File: src/rtl/la_dmux_pipe.sv
// rtl/la_dmux_pipe.sv - pipelined one-hot mux with select-integrity monitoring
// Valid travels with data; multi/none legality bits reach the error logic as the sample enters the output stage.
module la_dmux_pipe #(
  parameter int N      = 2,
  parameter int W      = 1,
  parameter int STAGES = 1,
  parameter int CW     = 8,
  parameter     PROP   = "DEFAULT"
) (
  input  logic            clk,
  input  logic            nreset,
  input  logic            clear,
  input  logic            valid_in,
  input  logic [N-1:0]    sel,
  input  logic [N*W-1:0]  in,
  output logic            valid_out,
  output logic [W-1:0]    out,
  output logic            err_multi,
  output logic            err_none,
  output logic [CW-1:0]   errcnt
);

  localparam logic [N-1:0]  SEL_ONE = N'(1);
  localparam logic [CW-1:0] CNT_ONE = CW'(1);
  localparam logic [CW-1:0] CNT_MAX = '1;

  logic [W-1:0] d;
  logic         multi;
  logic         none;

  always_comb begin
    d = '0;
    for (int i = 0; i < N; i++) begin
      d = d | ({W{sel[i]}} & in[i*W +: W]);
    end
  end

  // Clearing the lowest set bit leaves something only when two or more bits were set.
  assign none  = ~|sel;
  assign multi = |(sel & (sel - SEL_ONE));

  logic [STAGES-1:0] sv;
  logic [W-1:0]      sd [STAGES];

  always_ff @(posedge clk or negedge nreset) begin
    if (!nreset) begin
      sv <= '0;
      for (int s = 0; s < STAGES; s++) begin
        sd[s] <= '0;
      end
    end else begin
      sv[0] <= valid_in;
      if (valid_in) begin
        sd[0] <= d;
      end
      for (int s = 1; s < STAGES; s++) begin
        sv[s] <= sv[s-1];
        if (sv[s-1]) begin
          sd[s] <= sd[s-1];
        end
      end
    end
  end

  assign valid_out = sv[STAGES-1];
  assign out       = sd[STAGES-1];

  // Legality bits of the sample about to enter the output stage.
  logic lv;
  logic lm;
  logic lz;

  generate
    if (STAGES == 1) begin : g_shallow
      assign lv = valid_in;
      assign lm = multi;
      assign lz = none;
    end else begin : g_deep
      logic [STAGES-2:0] pm;
      logic [STAGES-2:0] pz;

      always_ff @(posedge clk or negedge nreset) begin
        if (!nreset) begin
          pm <= '0;
          pz <= '0;
        end else begin
          pm[0] <= multi;
          pz[0] <= none;
          for (int s = 1; s < STAGES - 1; s++) begin
            pm[s] <= pm[s-1];
            pz[s] <= pz[s-1];
          end
        end
      end

      assign lv = sv[STAGES-2];
      assign lm = pm[STAGES-2];
      assign lz = pz[STAGES-2];
    end
  endgenerate

  logic em;
  logic ez;

  assign em = lv & lm;
  assign ez = lv & lz;

  // clear takes effect first, so an error arriving alongside it survives.
  always_ff @(posedge clk or negedge nreset) begin
    if (!nreset) begin
      err_multi <= 1'b0;
      err_none  <= 1'b0;
      errcnt    <= '0;
    end else if (clear) begin
      err_multi <= em;
      err_none  <= ez;
      errcnt    <= (em | ez) ? CNT_ONE : '0;
    end else begin
      if (em) err_multi <= 1'b1;
      if (ez) err_none  <= 1'b1;
      if ((em | ez) && errcnt != CNT_MAX) begin
        errcnt <= errcnt + CNT_ONE;
      end
    end
  end

endmodule
File: config.mk
export PLATFORM = sky130hd
export DESIGN_NAME = la_dmux_pipe
export DESIGN_NICKNAME = d
export VERILOG_FILES = /design/src/rtl/la_dmux_pipe.sv
export SDC_FILE = /design/constraint.sdc
export NUM_CORES = 1
export LEC_CHECK = 0
export BUFFER_PORTS_ARGS = -buffer_cell sky130_fd_sc_hd__buf_2
export CAP_MARGIN = 20
export CORE_AREA = 2 2 39 41
export DETAILED_ROUTE_END_ITERATION = 10
export DIE_AREA = 0 0 41 43
export GPL_TIMING_DRIVEN = 0
export PLACE_DENSITY = 0.82
export SLEW_MARGIN = 5
export SYNTH_ARGS = -nofsm -noshare
export SYNTH_HDL_FRONTEND = slang
export SYNTH_SLANG_ARGS = --single-unit
File: constraint.sdc
create_clock -name clk -period 4.12 [get_ports clk]
set_clock_uncertainty 0.1 [all_clocks]
set_input_delay 0.618 -clock clk [delete_from_list [all_inputs] [get_ports clk]]
set_output_delay 0.618 -clock clk [all_outputs]
set_load 0.01 [all_outputs]
== After elaboration in Yosys (flattened, before gate mapping) ==
Index checks and enable logic that the tools add are counted.
Widths: inputs -> output; s select.

* Flip-flop bits (word level): 12
* Bits in latches: 0
* Bits in writable memories: 0
* ROM bits: 0
* Input bits: 8
* Output and inout bits: 12
* Word-level logic and storage cells: 29
* Memories: 0

* Add/subtract/negate cells: 2
* $mul: 0
* Divide/modulo/power cells: 0
* $lt $le $gt $ge: 0
* Equal/unequal tests: 1
* Shifts and indexed selects: 0
* Multiplexer cells: 7
* Bitwise logic cells: 7
* Reductions and logical operators: 7

{| class="wikitable"
|+ Operators by type and width
! operator !! count
|-
| $mux 8 || 2
|-
| $add 8x1->8 const B || 1
|-
| $ne 8x8->1 const B || 1
|-
| $reduce_bool 2->1 || 3
|-
| $mux 1 || 5
|-
| $and 1x1->1 || 4
|-
| $reduce_or 2->1 || 2
|-
| $and 2x2->2 || 1
|-
| $or 1x1->1 || 2
|-
| $sub 2x1->2 const B || 1
|-
| $logic_and 1x1->1 || 1
|-
| $logic_not 1->1 || 1
|}

== Depth between registers and ports, before layout ==
Gate-level depths: netlist of run 1.

* Depth in word-level cells: 8
* Depth in mapped cells: 5
* Mapped depth without buffers: 5

== Worst setup path after synthesis of run 1 ==
OpenSTA, ideal clock, no wires.

* Path type: input port to flip-flop
* Start point: input port sel[1]
* End point: register errcnt[5]
* Library setup time: 0.078 ns
* Arrival time: 1.575 ns
* Data required time: 3.942 ns
* Slack: 2.367 ns
* Stages: 4
* Cell sequence: xnor2_4 nand3_4 or4_1 a21oi_1

* Word-level cells in the longest chain between the ends: 7

{| class="wikitable"
|+ RTL lines
! what !! RTL line !! text
|-
| from (decl) || 14 || <nowiki>input logic [N-1:0] sel,</nowiki>
|-
| $sub 2x1->2 || 40 || <nowiki>assign multi = |(sel & (sel - SEL_ONE));</nowiki>
|-
| $and 2x2->2 || 40 ||
|-
| $reduce_or 2->1 || 40 ||
|-
| $and 1x1->1 || 105 || <nowiki>assign em = lv & lm;</nowiki>
|-
| $or 1x1->1 (*) || 121 || <nowiki>if ((em | ez) && errcnt != CNT_MAX) begin</nowiki>
|-
| $logic_and 1x1->1 (*) || 121 ||
|-
| $reduce_bool 2->1 (no source line) (*) || -- ||
|-
| to (signal assigned) || 117 || <nowiki>errcnt <= (em | ez) ? CNT_ONE : '0;</nowiki>
|-
| to (signal assigned) || 122 || <nowiki>errcnt <= errcnt + CNT_ONE;</nowiki>
|-
| to (decl) || 20 || <nowiki>output logic [CW-1:0] errcnt</nowiki>
|}

Every way passes the cells marked *; elsewhere a longest branch is shown, timed or not.
A chain may end at the register's enable or synchronous reset.

== Worst setup path in the final report of run 1 ==
Same ends and word-level chain as after synthesis.

==> results of run 1 <==
==> Yosys cell counts, types with 2 or more instances <==
cell | number | area share (%)
o21ai_0 | 3 | 2.3
nand4_1 | 3 | 2.9
and3_1 | 2 | 1.9
nand3_1 | 2 | 1.6
inv_1 | 2 | 1.2
nor3_1 | 3 | 2.3
o21ai_1 | 3 | 2.3
nand2_1 | 5 | 2.9
dfrtp_1 | 12 | 47
nor2_1 | 5 | 2.9
a21oi_1 | 5 | 3.9
clkbuf_1 | 2 | 1.2
and2_1 | 2 | 1.9
nor2b_1 | 2 | 1.9
==> layout make-up <==
type	count	area (um2)	share of cell area, %
clock buffers	4	36.3	4.56
plain buffers	2	7.51	0.943
multi-input cells	50	329	41.4
flip-flops and latches	12	300	37.7
inverters	2	7.51	0.943
well taps	16	20.0	2.52
repair buffers	19	95.1	11.9
==> registers in the layout, indices dropped and copies added (netlist names) <==
signal	flops
valid_out	1
errcnt	8
out	1
err_multi	1
err_none	1
==> worst max-delay path, cell delays in order <==
cell and delay [ns]:
buf_2 0.14, xnor2_4 0.28, nand3_4 0.12, or4_1 0.51
a21oi_1 0.17
==> how the worst max path moves through the flow <==
stage / start / endpoint
detailed placement: sel[1] / errcnt[5]
finish: sel[1] / errcnt[5]
global route: sel[1] / errcnt[5]
CTS: sel[1] / errcnt[5]
floorplan: sel[1] / errcnt[5]
global placement: sel[1] / errcnt[5]
==> power groups by stage <==
stage	sequential [W]	combinational, W	clock (W)
global route	0.000127	0.0000387	0.000100
floorplan	0.000131	0.0000152	0
detailed placement	0.000129	0.0000342	0
global placement	0.000128	0.0000329	0
CTS	0.000126	0.0000345	0.0000958
finish	0.000126	0.0000338	0.0000958
==> layer usage <==
layer,part of all wire (%),global-route usage (%),vias to the layer above
met5,0,0,-
met4,3.9,10.7,0
met3,4.8,4.71,9
met2,49,30.6,25
met1,42,25.8,295
li1,-,-,293
==> through the flow <==
| step | setup WS [ns] | area [um2] | hold slack [ns] | power, W | utilization [%] |
|---|---|---|---|---|---|
| final | 2.39 | 796 | 0.0973 | 0.000256 | 57.5 |
| after floorplan | 2.37 | 644 | 0.222 | 0.000146 | - |
| after global routing | 2.34 | 796 | 0.120 | 0.000266 | 57.5 |
| after global placement | 2.13 | 759 | 0.406 | 0.000161 | 54.9 |
| after CTS | 2.38 | 796 | 0.113 | 0.000257 | 57.5 |
| after detailed placement | 2.12 | 759 | 0.412 | 0.000163 | 54.9 |
==> cell families (layout without fill, tap and decap cells) <==
| kind of cell | after synthesis | count (layout) | share of synthesized area, % |
|---|---|---|---|
| XOR/XNOR | 1 | 1 | 4.27 |
| flip-flops | 12 | 12 | 46.6 |
| AO/OA/AOI/OAI | 18 | 18 | 17.3 |
| adder cells (fa/ha/maj) | 1 | 1 | 1.94 |
| AND/OR/NAND/NOR | 28 | 28 | 24.3 |
| buffers and inverters | 4 | 27 | 2.33 |
| multiplexers | 2 | 2 | 3.30 |
==> layout by cell type (no fill, tap or decap), types with 2 or more instances in the layout <==
cell type,n
a21oi_1,5
and2_1,2
and3_1,2
buf_2,19
clkbuf_1,2
clkbuf_4,3
dfrtp_1,12
inv_1,2
nand2_1,5
nand3_1,2
nand4_1,3
nor2_1,5
nor2b_1,2
nor3_1,3
o21ai_0,3
o21ai_1,3
==> impl_metrics.py, run 1 <==
metrics = {
    "power": {
        "power_switching_w": 0.0000654,
        "comb_power_share_pct": 13.2,
        "internal-power_w": 0.000191,
        "power.leakage_nw": 0.375,
        "switching_share_pct": 25.5,
        "power_density_nw_per_um2": 322,
        "pwr-share-seq_pct": 49.4,
        "clkPwrFrac_pct": 37.4,
        "irDropWorstVdd_v": 0.000201,
    },
    "global_routing": {
        "grt_start_max_net_pins": 13,
        "antenna_found_initial": 0,
        "grt_pass1_vias": 569,
        "grt_pass1_wl_um": 2460,
        "overflow": 0,
        "grt_use_total_pct": 20.3,
    },
    "synthesis": {
        "synth_cell_types": 29,
        "synth_flop_cell": "dfrtp_1",
        "async_flop_share_pct": 100,
        "synth_seq_cells": 12,
        "syn_inst": 66,
        "seq_area_frac_synth_pct": 46.6,
        "synth_area_um2": 644,
        "synth-edff-count": 0,
        "syn_avg_cell_area_um2": 9.76,
        "yosys_warnings": 0,
        "synth_nets": 75,
    },
    "drt": {
        "routedWlPerCell_um": 14.2,
        "antenna_left": 0,
        "drtIter0Drc": 11,
        "drc": 0,
        "drt_wl_total_um": 1490,
        "first_pass_iters": 4,
        "vias_per_cell": 5.92,
        "vias": 622,
    },
    "clock_tree": {
        "cts.sinks": 12,
        "cts_tree": "done",
        "root_buffer": "clkbuf_4",
        "postCtsSetupRepairBufs": 0,
        "holdBufCountCts": 0,
        "h-tree-depth": 1,
        "clock_path_buffers": 2,
        "clock_latency_ns": 0.28,
        "numCtsBuffers": 3,
        "postCtsResizedCells": 0,
        "clkTransAtPathRegs_ns": 0.08,
    },
    "die": {
        "coreArea_um2": 1380,
        "ios": 20,
        "die_x_um": 41,
        "dieArea_um2": 1760,
        "die_h_um": 43,
        "initial_utilization_pct": 46.6,
        "core.rowCount": 14,
    },
    "flow_run": {
        "maxCapViolCount": 0,
    },
    "critical_path": {
        "worstPathArrival_ns": 1.84,
        "rr_worst_depth": 5,
        "required_ns": 4.22,
        "worst-path-max-fanout": 7,
        "start_kind": "input port",
        "path_class": "input port to flip-flop",
        "rr_endpoint": "errcnt[5]",
        "r2r_setup_slack_ns": 2.45,
        "r2r-start": "errcnt[0]",
        "worstSetupEndpointType": "flip-flop",
    },
    "timing": {
        "hold_viol": 0,
        "grt_setup_unrepaired": "false",
        "fin_setup_tns_ns": 0,
        "worst_pin_slew_ns": 0.440,
        "slew_violations": 0,
        "setup_viol": 0,
        "max_freq_mhz": 577,
        "slew_headroom_pct": 70.7,
        "fin_crit_ns": 1.73,
        "period_share_pct": 42.1,
    },
    "place": {
        "dp_cells": 101,
        "routabilityCongestion": 0.832,
        "port_buffers": 19,
        "hpwl_um": 1020,
    },
    "status": {
        "status": "complete, no violations",
    },
    "layout": {
        "final_cells": 105,
        "drive_gt1_share_pct": 29.2,
        "final_nets": 99,
        "area_growth_pct": 23.5,
        "antenna_cells": 0,
        "nFillCells": 126,
    },
    "min_path": {
        "worstHoldPathType": "input port to asynchronous set/reset pin",
    },
}
No activity file was read; power rests on OpenSTA's default activity.
==> run 2: changes to the inputs <==
--- a/config.mk
+++ b/config.mk
@@ -5,11 +5,11 @@
 export SDC_FILE = /design/constraint.sdc
 export NUM_CORES = 1
 export LEC_CHECK = 0
+export ABC_AREA = 1
 export BUFFER_PORTS_ARGS = -buffer_cell sky130_fd_sc_hd__buf_2
 export CAP_MARGIN = 20
-export CORE_AREA = 2 2 39 41
+export CORE_UTILIZATION = 49
 export DETAILED_ROUTE_END_ITERATION = 10
-export DIE_AREA = 0 0 41 43
 export GPL_TIMING_DRIVEN = 0
 export PLACE_DENSITY = 0.82
 export SLEW_MARGIN = 5
==> constraint.sdc (replaced) <==
create_clock -name clk -period 1.78 [get_ports clk]
set_clock_uncertainty 0.1 [all_clocks]
set_input_delay 0.267 -clock clk [delete_from_list [all_inputs] [get_ports clk]]
set_output_delay 0.267 -clock clk [all_outputs]
set_load 0.01 [all_outputs]
==> run 2 against run 1 <==
  * Synthesized area up 7.8%
  * Die area down 11%
  * Cell count up 22%
  * Sequential power up 140%
  * Design area up 7.4%
  * Power up 140%
  * Sequential share of layout area down 2.6 points
  * Non-clock buffer count unchanged
  * Combinational power rose to 2.6 times the previous value
  * Register-to-register slack worse by 2.2 ns
  * Global-route usage up 1.5 points
  * Core utilization up 7.4 points
==> impl_metrics.py, run 2 <==
metrics = {
    "timing": {
        "setup_ws_ns": 0.297,
        "slew_headroom_pct": 81.5,
        "fin_crit_ns": 1.48,
        "hold_viol": 0,
        "whs_ns": 0.0590,
        "period_share_pct": 83.3,
        "grt_setup_unrepaired": "false",
        "worst_pin_slew_ns": 0.277,
        "max_freq_mhz": 674,
        "fin_setup_tns_ns": 0,
        "slew_violations": 0,
        "setup_viol": 0,
    },
    "synthesis": {
        "synth_common_cells": "nand2_1 (23), dfrtp_1 (12), nand3_1 (12), inv_1 (11), nor2_1 (9)",
        "synth_nets": 98,
        "synth_top_area_cell": "dfrtp_1",
        "synth_seq_cells": 12,
        "syn_inst": 89,
        "async_flop_share_pct": 100,
        "synth.most_common_cell": "nand2_1",
        "synth-edff-count": 0,
        "yosys_warnings": 0,
        "synth_area_um2": 694,
        "synth_flop_cell": "dfrtp_1",
        "synth_top_area_share_pct": 43.2,
        "synth_cell_types": 19,
        "seq_area_frac_synth_pct": 43.2,
        "synth_area_leaders": "dfrtp_1 (43%), nand2_1 (12%), nand3_1 (8.6%), inv_1 (5.9%), nor2_1 (4.9%)",
        "syn_avg_cell_area_um2": 7.80,
    },
    "clock_tree": {
        "holdBufCountCts": 1,
        "cts.sinks": 12,
        "postCtsResizedCells": 0,
        "numCtsBuffers": 3,
        "clock_path_buffers": 2,
        "clkTransAtPathRegs_ns": 0.09,
        "cts_tree": "done",
        "postCtsSetupRepairBufs": 0,
        "root_buffer": "clkbuf_4",
        "h-tree-depth": 1,
        "clock_latency_ns": 0.27,
    },
    "place": {
        "routabilityCongestion": 0.728,
        "port_buffers": 19,
        "dpl_worst_slack_ns": 0.306,
        "dp_cells": 123,
        "hpwl_um": 1100,
    },
    "power": {
        "irDropWorstVdd_v": 0.000427,
        "power.leakage_nw": 0.470,
        "power_density_nw_per_um2": 717,
    },
    "drt": {
        "drt_wl_total_um": 1410,
        "first_pass_iters": 4,
        "routedWlPerCell_um": 11.0,
        "drc": 0,
        "vias": 650,
        "antenna_left": 0,
        "drtIter0Drc": 15,
        "vias_per_cell": 5.08,
    },
    "critical_path": {
        "critPathBufInv": 2,
        "required_ns": 1.86,
        "path_class": "flip-flop to flip-flop",
        "slowest_delay_ns": 0.43,
        "worstPathArrival_ns": 1.56,
        "crit_top_cell": "nand2_1",
        "path_cells": "ha_1 -> nand2_1 -> nor2_1 -> nand2_1 -> nand2_4 -> inv_2 -> nand3_2 -> nand2_1 -> inv_1",
        "start_kind": "flip-flop",
        "cp_slowest_cell": "dfrtp_1",
        "worst-path-max-fanout": 8,
        "worstSetupEndpointType": "flip-flop",
        "crit_family": "simple AND/OR/NAND/NOR gates",
    },
    "layout": {
        "multi_input_area_um2": 338,
        "drive_gt1_share_pct": 31.0,
        "seq_area_um2": 300,
        "antenna_cells": 0,
        "top_register": "errcnt",
        "final_nets": 123,
        "nFillCells": 113,
        "mostFrequentLayoutCells": "nand2_1 (23), buf_2 (19), nand3_1 (12), dfrtp_1 (12), inv_1 (11)",
        "layout_commonest_cell": "nand2_1",
        "area_growth_pct": 23.1,
        "final_cells": 128,
        "largest_reg_flops": 8,
    },
    "die": {
        "ios": 20,
        "die_x_um": 39.6,
        "initial_utilization_pct": 52.7,
        "coreArea_um2": 1320,
        "core.rowCount": 13,
        "dieArea_um2": 1570,
        "die_h_um": 39.6,
    },
    "global_routing": {
        "grt_pass1_vias": 543,
        "overflow": 0,
        "grt_use_total_pct": 21.8,
        "grt_pass1_wl_um": 2210,
        "grt_start_max_net_pins": 13,
        "antenna_found_initial": 0,
    },
    "flow_run": {
        "maxCapViolCount": 0,
    },
    "min_path": {
        "worstHoldPathType": "input port to flip-flop",
    },
    "status": {
        "status": "complete, no violations",
    },
}
## run 2: cell count changes in the layout (fill, tap and decap cells not counted), moves of 3 or more
cell     before  now
a21oi_1       5    2
inv_1         2   11
nand2_1       5   23
nand2_2       0    3
nand3_1       2   12
nand3_2       0    3
nand4_1       3    0
nor2_1        5    9
o21ai_1       3    0
## run 2: worst reg2reg max path, stage by stage, from the launching register on
cell and delay (ns):
dfrtp_1 0.43, ha_1 0.25, nand2_1 0.11, nor2_1 0.05, nand2_1 0.11, nand2_4 0.10, inv_2 0.11, nand3_2 0.06
nand2_1 0.05, inv_1 0.03
## run 2: per-stage QoR
step / cell area [um2] / total power, W / util [%]
3_3_place_gp: 808 / 0.000388 / 61.3
5_1_grt: 855 / 0.000647 / 64.9
4_1_cts: 855 / 0.000613 / 64.9
2_1_floorplan: 694 / 0.000352 / -
3_5_place_dp: 808 / 0.000394 / 61.3
6_report: 855 / 0.000613 / 64.9
## run 2: power by group
group          switching (W)  leakage, nW  total (W)  internal [W]
Combinational      0.0000537        0.290  0.0000895     0.0000358
Clock               0.000100       0.0210   0.000224      0.000124
Sequential         0.0000125        0.159   0.000299      0.000287
Total               0.000166        0.470   0.000613      0.000447
## run 2: routing by layer
| layer | track usage (%) | part of all wire (%) | vias up |
|---|---|---|---|
| met5 | 0 | 0 | - |
| met1 | 25.8 | 44 | 289 |
| met4 | 6.90 | 3.1 | 0 |
| met3 | 6.25 | 5.8 | 6 |
| met2 | 37.3 | 47 | 25 |
| li1 | - | - | 330 |
## run 2: cells by family after synthesis
family                   Yosys count  share of synthesized area [%]
flip-flops                        12                           43.2
XOR/XNOR                           1                           1.26
buffers and inverters             13                           8.11
AND/OR/NAND/NOR                   54                           38.0
adder cells (fa/ha/maj)            1                           1.80
AO/OA/AOI/OAI                      8                           7.57
## run 2: final timing paths
path | startpoint | to | slack (ns) | cells past startpoint
max | errcnt[0] | errcnt[7] | 0.30 | 9
min | valid_in | valid_out | 0.06 | 1
max reg2reg | errcnt[0] | errcnt[7] | 0.30 | 9
min reg2reg | err_none | err_none | 0.39 | 2
max in group asynchronous | nreset | err_none | 1.07 | 2
min in group asynchronous | nreset | errcnt[5] | 0.29 | 2
## run 2: layout make-up
cell class / count / area share [%]
Tap cell: 15 / 2.20
Clock buffer: 4 / 4.25
Multi-Input combinational cell: 64 / 39.5
Inverter: 12 / 5.27
Timing Repair Buffer: 20 / 12.3
Sequential cell: 12 / 35.1
Buffer: 1 / 1.32
==> run 3: changes to the inputs <==
--- a/config.mk
+++ b/config.mk
@@ -5,13 +5,13 @@
 export SDC_FILE = /design/constraint.sdc
 export NUM_CORES = 1
 export LEC_CHECK = 0
-export ABC_AREA = 1
+export ABC_AREA = 0
 export BUFFER_PORTS_ARGS = -buffer_cell sky130_fd_sc_hd__buf_2
 export CAP_MARGIN = 20
-export CORE_UTILIZATION = 49
+export CORE_UTILIZATION = 43
 export DETAILED_ROUTE_END_ITERATION = 10
 export GPL_TIMING_DRIVEN = 0
-export PLACE_DENSITY = 0.82
+export PLACE_DENSITY = 0.78
 export SLEW_MARGIN = 5
 export SYNTH_ARGS = -nofsm -noshare
 export SYNTH_HDL_FRONTEND = slang
==> constraint.sdc (replaced) <==
create_clock -name clk -period 1.3 [get_ports clk]
set_clock_uncertainty 0.1 [all_clocks]
set_input_delay 0.195 -clock clk [delete_from_list [all_inputs] [get_ports clk]]
set_output_delay 0.195 -clock clk [all_outputs]
set_load 0.01 [all_outputs]
==> run 3 against run 2 <==
  * Maximum frequency decreased by 2.3%
  * Critical path type unchanged
  * Design area increased by 8.6%
  * Core utilization increased by 3.9 points
  * Setup slack got worse by 0.51 ns
  * Cell count decreased by 10%
  * Critical endpoint is now errcnt[4]
  * The run now ends with negative setup slack left
  * Largest cell class unchanged
  * Sequential cell count unchanged
  * Count of clock-buffer cells in the layout unchanged
  * Clock power increased by 39%
==> impl_metrics.py, run 3 (synthesis results as in run 1) <==
metrics = {
    "status": {
        "status": "finished, violations left",
        "violations": "negative setup slack",
    },
    "critical_path": {
        "path_class": "flip-flop to flip-flop",
        "required_ns": 1.37,
        "start_kind": "flip-flop",
        "worstSetupEndpointType": "flip-flop",
        "rr_worst_depth": 5,
        "worst-path-max-fanout": 3,
        "worstPathArrival_ns": 1.59,
    },
    "global_routing": {
        "grt_use_total_pct": 22.1,
        "top_usage_layer": "met2",
        "grt_use_met3_pct": 4.89,
        "grt_pass1_vias": 530,
        "met1_usage_pct": 23.9,
        "antenna_found_initial": 0,
        "overflow": 0,
        "globalRouteMet2Util_pct": 35.7,
        "grt_start_max_net_pins": 13,
        "grt_pass1_wl_um": 2230,
    },
    "power": {
        "clkPwrFrac_pct": 37.2,
        "power.leakage_nw": 0.428,
        "power_density_nw_per_um2": 903,
        "internal-power_w": 0.000619,
        "pwr-share-seq_pct": 47.6,
        "switching_share_pct": 26.2,
        "power_switching_w": 0.000220,
        "irDropWorstVdd_v": 0.000611,
        "comb_power_share_pct": 15.2,
    },
    "clock_tree": {
        "cts_tree": "done",
        "clock_latency_ns": 0.28,
        "clkTransAtPathRegs_ns": 0.08,
        "h-tree-depth": 1,
        "root_buffer": "clkbuf_4",
        "cts.sinks": 12,
        "clock_path_buffers": 2,
        "numCtsBuffers": 3,
    },
    "drt": {
        "drtIter0Drc": 17,
        "drc": 0,
        "first_pass_iters": 4,
        "drt_wl_total_um": 1570,
        "routedWlPerCell_um": 13.7,
        "vias_per_cell": 5.52,
        "antenna_left": 0,
        "vias": 635,
    },
    "timing": {
        "fin_crit_ns": 1.52,
        "setup_ws_ns": -0.217,
        "period_share_pct": 117,
        "max_freq_mhz": 659,
        "setup_viol": 8,
        "hold_viol": 0,
        "grt_setup_unrepaired": "true",
        "slew_headroom_pct": 70.1,
        "worst_pin_slew_ns": 0.449,
        "fin_setup_tns_ns": -0.832,
        "slew_violations": 0,
    },
    "layout": {
        "area_growth_pct": 44.1,
        "seq_area_um2": 302,
        "multi_input_area_um2": 370,
        "drive_gt1_share_pct": 46.0,
        "layout_commonest_cell": "buf_2",
        "largest_reg_flops": 8,
        "postLayoutCellArea_um2": 928,
        "utilization_pct": 68.8,
        "top_register": "errcnt",
        "nFillCells": 102,
        "antenna_cells": 0,
        "mostFrequentLayoutCells": "buf_2 (19), dfrtp_1 (11), buf_4 (8)",
        "final_nets": 110,
    },
    "die": {
        "ios": 20,
        "die_h_um": 40.7,
        "dieArea_um2": 1660,
        "coreArea_um2": 1350,
        "initial_utilization_pct": 47.7,
        "core.rowCount": 13,
        "die_x_um": 40.7,
    },
    "place": {
        "port_buffers": 19,
        "placed_area_um2": 772,
        "routabilityCongestion": 0.750,
        "hpwl_um": 953,
    },
    "min_path": {
        "min_path_cells": 4,
        "worstHoldPathType": "input port to flip-flop",
    },
    "flow_run": {
        "maxCapViolCount": 0,
    },
}
-- run 3: path summary, 6_finish.rpt --
check / start / end / slack [ns]
setup reg to reg: errcnt[0] / errcnt[4] / -0.22
hold reg to reg: err_none / err_none / 0.43
setup / recovery: errcnt[0] / errcnt[4] / -0.22
max in group asynchronous: nreset / errcnt[2] / 0.66
hold / removal: clear / errcnt[0] / 0.10
min in group asynchronous: nreset / errcnt[6] / 0.21
-- run 3: worst max-delay path, cell delays in order (launching register included) --
cell and delay [ns]:
dfrtp_1 0.39, ha_2 0.22, and2_4 0.15, nand4_1 0.08, a21oi_2 0.15, mux2_4 0.31
-- run 3: power by group through the flow --
stage | Sequential (W) | Combinational (W) | Clock [W]
floorplan | 0.000416 | 0.0000487 | 0
global placement | 0.000407 | 0.000106 | 0
detailed placement | 0.000408 | 0.000108 | 0
CTS | 0.000399 | 0.000127 | 0.000309
global route | 0.000402 | 0.000142 | 0.000328
finish | 0.000399 | 0.000128 | 0.000312
-- run 3: what timing repair did --
action                     in CTS  in global routing
resized for setup               3                  5
hold buffers                    2                  0
pin swaps                       7                  3
hold endpoints to repair       13                  0
buffers inserted                8                  1
setup endpoints to repair       8                 10
cloned                          0                  0
-- run 3: cell type report --
type | instances | share of cell area [%]
Clock buffer | 4 | 3.91
Sequential cell | 12 | 32.5
Timing Repair Buffer | 30 | 20.1
Tap cell | 15 | 2.02
Inverter | 2 | 0.809
Multi-Input combinational cell | 50 | 39.9
Buffer | 2 | 0.809
-- run 3: metrics by stage --
stage / total power (W) / hold slack [ns] / worst slack [ns] / cells
after floorplan: 0.000465 / -0.201 / -0.237 / 66
after global placement: 0.000513 / -0.0161 / -0.265 / 100
after detailed placement: 0.000516 / -0.0127 / -0.289 / 100
after CTS: 0.000834 / 0.106 / -0.197 / 114
after global routing: 0.000873 / 0.133 / -0.280 / 115
final: 0.000839 / 0.101 / -0.217 / 115
-- run 3: per-layer routing --
layer	share of wire, %	routed length (um)
met1	46	719
met2	47	744
met3	2.9	46
met4	3.9	61
met5	0	0
